**config.mk**
```make
export PLATFORM = sky130hd
export DESIGN_NAME = vlan_action_ctrl
export DESIGN_NICKNAME = d
export VERILOG_FILES = /design/src/rtl/vlan_action_ctrl.sv
export SDC_FILE = /design/constraint.sdc
export NUM_CORES = 1
export LEC_CHECK = 0
export ABC_AREA = 1
export ABC_CLOCK_PERIOD_IN_PS = 2650
export BUFFER_PORTS_ARGS = -buffer_cell sky130_fd_sc_hd__clkbuf_2
export CORE_AREA = 2 2 499 501
export CTS_CLUSTER_DIAMETER = 100
export CTS_CLUSTER_SIZE = 28
export DETAILED_ROUTE_END_ITERATION = 12
export DIE_AREA = 0 0 501 503
export PLACE_DENSITY_LB_ADDON = 0.15
export SYNTH_ARGS = -nofsm -noshare
export SYNTH_HDL_FRONTEND = slang
export SYNTH_SLANG_ARGS = --single-unit
export TNS_END_PERCENT = 1
```
**constraint.sdc**
```tcl
create_clock -name clk -period 2.65 [get_ports clk]
set_clock_uncertainty 0.1 [all_clocks]
set_input_delay 0.1325 -clock clk [delete_from_list [all_inputs] [get_ports clk]]
set_output_delay 0.1325 -clock clk [all_outputs]
set_load 0.02 [all_outputs]
```
**src/rtl/vlan_action_ctrl.sv**
```systemverilog
// VLAN action control: queues per-packet VLAN descriptors and presents the head
// entry as sideband to the datapath while gating the packet stream on descriptor availability.
module vlan_action_ctrl #(
    parameter int DATA_WIDTH    = 512,
    parameter int KEEP_WIDTH    = DATA_WIDTH / 8,
    parameter int VLAN_OP_WIDTH = 2,
    parameter int VLAN_WIDTH    = 16,
    parameter int PT_WIDTH      = 4,
    parameter int DESC_DEPTH    = 4,
    parameter int CNT_WIDTH     = 32
) (
    input  logic                     clk,
    input  logic                     rst,
    input  logic                     cfg_enable,
    input  logic                     s_desc_valid,
    output logic                     s_desc_ready,
    input  logic [VLAN_OP_WIDTH-1:0] s_desc_vlan_op,
    input  logic [VLAN_WIDTH-1:0]    s_desc_vlan_data,
    input  logic [PT_WIDTH-1:0]      s_desc_pkt_type,
    input  logic [DATA_WIDTH-1:0]    s_axis_tdata,
    input  logic [KEEP_WIDTH-1:0]    s_axis_tkeep,
    input  logic                     s_axis_tvalid,
    input  logic                     s_axis_tlast,
    output logic                     s_axis_tready,
    output logic [DATA_WIDTH-1:0]    m_axis_tdata,
    output logic [KEEP_WIDTH-1:0]    m_axis_tkeep,
    output logic                     m_axis_tvalid,
    output logic                     m_axis_tlast,
    input  logic                     m_axis_tready,
    output logic [VLAN_OP_WIDTH-1:0] vlan_op,
    output logic [VLAN_WIDTH-1:0]    vlan_data,
    output logic [PT_WIDTH-1:0]      pkt_type,
    output logic [CNT_WIDTH-1:0]     stat_pkt_count,
    output logic [CNT_WIDTH-1:0]     stat_stall_count,
    output logic                     busy
);

    localparam int AW = $clog2(DESC_DEPTH);
    localparam int PW = AW + 1;
    localparam int EW = VLAN_OP_WIDTH + VLAN_WIDTH + PT_WIDTH;

    typedef enum logic {IDLE, BODY} state_t;

    logic [EW-1:0]        desc_mem [DESC_DEPTH];
    logic [PW-1:0]        wr_ptr_q, wr_ptr_d;
    logic [PW-1:0]        rd_ptr_q, rd_ptr_d;
    state_t               state_q, state_d;
    logic [CNT_WIDTH-1:0] pkt_cnt_q, pkt_cnt_d;
    logic [CNT_WIDTH-1:0] stall_cnt_q, stall_cnt_d;

    logic                     empty, full, push, pop, xfer;
    logic [VLAN_OP_WIDTH-1:0] head_op;
    logic [VLAN_WIDTH-1:0]    head_data;
    logic [PT_WIDTH-1:0]      head_pt;

    // Extra pointer MSB distinguishes full from empty when the index bits match.
    assign empty = (wr_ptr_q == rd_ptr_q);
    assign full  = (wr_ptr_q[PW-1] != rd_ptr_q[PW-1]) &&
                   (wr_ptr_q[AW-1:0] == rd_ptr_q[AW-1:0]);

    assign s_desc_ready  = !full;
    assign push          = s_desc_valid && !full;
    assign m_axis_tvalid = s_axis_tvalid && !empty;
    assign s_axis_tready = m_axis_tready && !empty;
    assign xfer          = m_axis_tvalid && m_axis_tready;
    assign pop           = xfer && s_axis_tlast;

    assign m_axis_tdata = s_axis_tdata;
    assign m_axis_tkeep = s_axis_tkeep;
    assign m_axis_tlast = s_axis_tlast;

    assign {head_op, head_data, head_pt} = desc_mem[rd_ptr_q[AW-1:0]];
    assign vlan_op   = (cfg_enable && !empty) ? head_op : '0;
    assign vlan_data = head_data;
    assign pkt_type  = head_pt;

    assign stat_pkt_count   = pkt_cnt_q;
    assign stat_stall_count = stall_cnt_q;
    assign busy             = (state_q == BODY);

    // Descriptor storage carries no reset; validity is tracked by the pointers alone.
    always_ff @(posedge clk) begin
        if (push) begin
            desc_mem[wr_ptr_q[AW-1:0]] <= {s_desc_vlan_op, s_desc_vlan_data, s_desc_pkt_type};
        end
    end

    always_comb begin
        wr_ptr_d    = wr_ptr_q;
        rd_ptr_d    = rd_ptr_q;
        state_d     = state_q;
        pkt_cnt_d   = pkt_cnt_q;
        stall_cnt_d = stall_cnt_q;

        if (push) begin
            wr_ptr_d = wr_ptr_q + PW'(1);
        end
        if (pop) begin
            rd_ptr_d  = rd_ptr_q + PW'(1);
            pkt_cnt_d = pkt_cnt_q + CNT_WIDTH'(1);
        end
        if (s_axis_tvalid && empty && (state_q == IDLE)) begin
            stall_cnt_d = stall_cnt_q + CNT_WIDTH'(1);
        end

        case (state_q)
            IDLE: if (xfer && !s_axis_tlast) state_d = BODY;
            BODY: if (xfer && s_axis_tlast)  state_d = IDLE;
            default: state_d = IDLE;
        endcase
    end

    always_ff @(posedge clk) begin
        if (rst) begin
            wr_ptr_q    <= '0;
            rd_ptr_q    <= '0;
            state_q     <= IDLE;
            pkt_cnt_q   <= '0;
            stall_cnt_q <= '0;
        end else begin
            wr_ptr_q    <= wr_ptr_d;
            rd_ptr_q    <= rd_ptr_d;
            state_q     <= state_d;
            pkt_cnt_q   <= pkt_cnt_d;
            stall_cnt_q <= stall_cnt_d;
        end
    end

endmodule

```
==> flow_metrics.env <==
export IMPL_path_clk_slew_ps=90
export IMPL_fin_crit_sh_pct=89.9
export IMPL_rows=183
export IMPL_ys_seq_area_share_pct=34.6
export IMPL_clock_latency_ps=520
export IMPL_setup_tns_final_ps=0
export IMPL_grt_max_degree=53
export IMPL_numCtsBuffers=17
export IMPL_grt_pass1_wl_mm=139
export IMPL_drc=0
export IMPL_grt_usage_pct=9.22
export IMPL_drt_iter0_drc=334
export IMPL_peakVddDrop_mv=0.529
export IMPL_rsz0062_at_grt="no"
export IMPL_worstMarginPinSlew_ps=767
export IMPL_drive_gt1_share_pct=18.9
export IMPL_critPathTopFamily="buffers and inverters"
export IMPL_ant_nets=0
export IMPL_chipHeight_um=503
export IMPL_hpwl_mm=106
export IMPL_yosysUniqueCellTypes=34
export IMPL_status="finished, final reports clean"
export IMPL_critPathRequiredTime_ps=2420
export IMPL_ys_seq_elements=161
export IMPL_worstPathBufferInverterCount=2
export IMPL_cp_arrival_ps=2150
export IMPL_numClockSinks=161
export IMPL_r2r_start="wr_ptr_q[0]"
export IMPL_crit_path_max_fanout=5
export IMPL_synthCells=1507
export IMPL_worst_setup_path_start_kind="flip-flop"
export IMPL_r2r_setup_slack_ps=330
export IMPL_cp_end_kind="primary output"
export IMPL_port_buffers=119
export IMPL_cts_tree="built"
export IMPL_first_global_vias=8156
export IMPL_hold_depth=4
export IMPL_die_area_sq_mm=0.252
export IMPL_vias=7946
export IMPL_netlist_area_sq_mm=0.0119
export IMPL_avgSynthCellArea_sq_um=7.87
export IMPL_drt_first_pass_iters=5
export IMPL_p_per_area_mw_per_mm2=474
export IMPL_die_x_um=501
export IMPL_max_freq_ghz=0.420
export IMPL_setup_viol=0
export IMPL_vias_per_cell=1.83
export IMPL_r2r_cells=10
export IMPL_cts_max_level=4
export IMPL_fin_nets=1707
export IMPL_boundaryPins=1272
export IMPL_mostFrequentLayoutCells="228 x nand2_1, 208 x nor2_1, 119 x clkbuf_2"
export IMPL_grt_overflow_total=0
export IMPL_ctsLongestPathBuffers=2
export IMPL_wl_per_cell_um=27.7
export IMPL_drv_slew=0
export IMPL_wl_mm=120
export IMPL_place_congestion=0.738
export IMPL_yosysWarnings=0
export IMPL_finalCriticalPeriod_ps=2380
export IMPL_area_delta_synth_final_pct=11.3
export IMPL_crit_chain="buf_4, o21ai_0, o22ai_1, clkbuf_2"
export IMPL_stdcell_area_sq_mm=0.0132
export IMPL_path_class="reg2out"
export IMPL_hold_start="rst"
export IMPL_initial_core_util_pct=4.80
export IMPL_antenna_found_initial=8
export IMPL_place_area_sq_mm=0.0124
export IMPL_relSlewSlack_pct=48.8
export IMPL_hp_class="in2reg"
export IMPL_cap_violations=0
export IMPL_final_common_cell="nand2_1"
export IMPL_hold_violations=0
export IMPL_cp_slowest_cell="dfxtp_2"
export IMPL_max_stage_delay_ps=490
export IMPL_fillers=29100
export IMPL_cts_root_buf="clkbuf_16"
export IMPL_synth_nets=2119
export IMPL_p_leak_nw=3.68
export IMPL_coreArea_sq_mm=0.247
==> metrics by stage <==
step	util [%]	setup slack [ps]	power (W)	std cells	hold WS, ps
2_1_floorplan	-	97.1	0.00434	1507	131
3_3_place_gp	5.00	467	0.00344	4287	165
3_5_place_dp	5.00	450	0.00343	4287	165
4_1_cts	5.34	19.8	0.00660	4344	8.90
5_1_grt	5.35	2.26	0.00665	4347	7.03
6_report	5.35	268	0.00626	4347	15.3
==> logic make-up after synthesis <==
logic type	count (synthesis)	share of synthesized area, %
buffers and inverters	687	40.4
AOI/OAI and AO/OA	110	4.97
adders and majority gates	7	0.738
xor gates and xnor gates	5	0.369
and+or+nand+nor	537	19.0
DFF	161	34.6
==> report_power, final <==
group / internal, W / switching [W]
clock: 0.00141 / 0.00149
sequential: 0.00271 / 0.0000263
combinational: 0.000176 / 0.000446
total: 0.00430 / 0.00196
==> metal layers <==
layer  up-vias  wire (um)  share of wire, %  track usage, %
met1      3356      28200                23            6.15
met2       939      43400                36            11.5
met5         -        398              0.33            1.10
met4        18       3830               3.2            2.88
li1       3375          -                 -               -
met3       258      44600                37            16.2
==> what timing repair did <==
action	4_1_cts	5_1_grt
setup buffers	0	1
endpoints found under the hold margin	92	0
gates resized for setup	3	1
setup endpoints to repair	6	1
hold buffers	25	0
==> sequential cells by signal, indices dropped and copies added, names as in the netlist, named ones only <==
signal            cells
rd_ptr_q              3
stat_pkt_count       32
stat_stall_count     32
desc_mem             88
wr_ptr_q              3
==> worst min-delay path: stages <==
cell and delay [ps]:
clkbuf_2 200, inv_2 70, nand2_1 80, o21ai_0 80
==> layout make-up <==
class                           instances  area, sq um  share of cell area, %
Sequential cell                       161         4110                   31.1
Tap cell                             3237         4050                   30.7
Multi-Input combinational cell        659         3000                   22.7
Timing Repair Buffer                  175         1160                   8.76
Clock buffer                           18          429                   3.25
Inverter                               81          308                   2.33
Clock inverter                         14          151                   1.15
Antenna cell                            2         5.00                 0.0379
==> how the worst max path moves through the flow <==
stage                      from              to  slack (ps)  cells after the start
global placement    wr_ptr_q[0]  desc_mem[3][7]         470                      7
global route          flip-flop   vlan_data[12]           2                      5
floorplan           wr_ptr_q[0]  desc_mem[3][0]         100                      6
detailed placement    flip-flop      vlan_op[1]         450                      7
CTS                   flip-flop   vlan_data[12]          20                      6
finish                flip-flop     pkt_type[0]         270                      4
==> cells in the mapped netlist (all sizes together) <==
master | n | share of area, %
a21oi | 25 | 1.1
a31oi | 1 | 0.053
clkbuf | 17 | 0.54
nand2 | 231 | 7.4
nor2 | 223 | 7.6
o21ai | 59 | 2.5
or2 | 1 | 0.053
clkinv | 1 | 0.032
buf | 589 | 37
xor2 | 4 | 0.30
nand3 | 53 | 2.5
o21bai | 5 | 0.32
nand4 | 16 | 0.90
edfxtp | 88 | 22
xnor2 | 1 | 0.074
o22ai | 20 | 1.1
dfxtp | 73 | 12
ha | 7 | 0.74
and3 | 1 | 0.053
nand3b | 2 | 0.13
inv | 80 | 2.5
nor3 | 10 | 0.42
(Power assumes the default switching activity.)
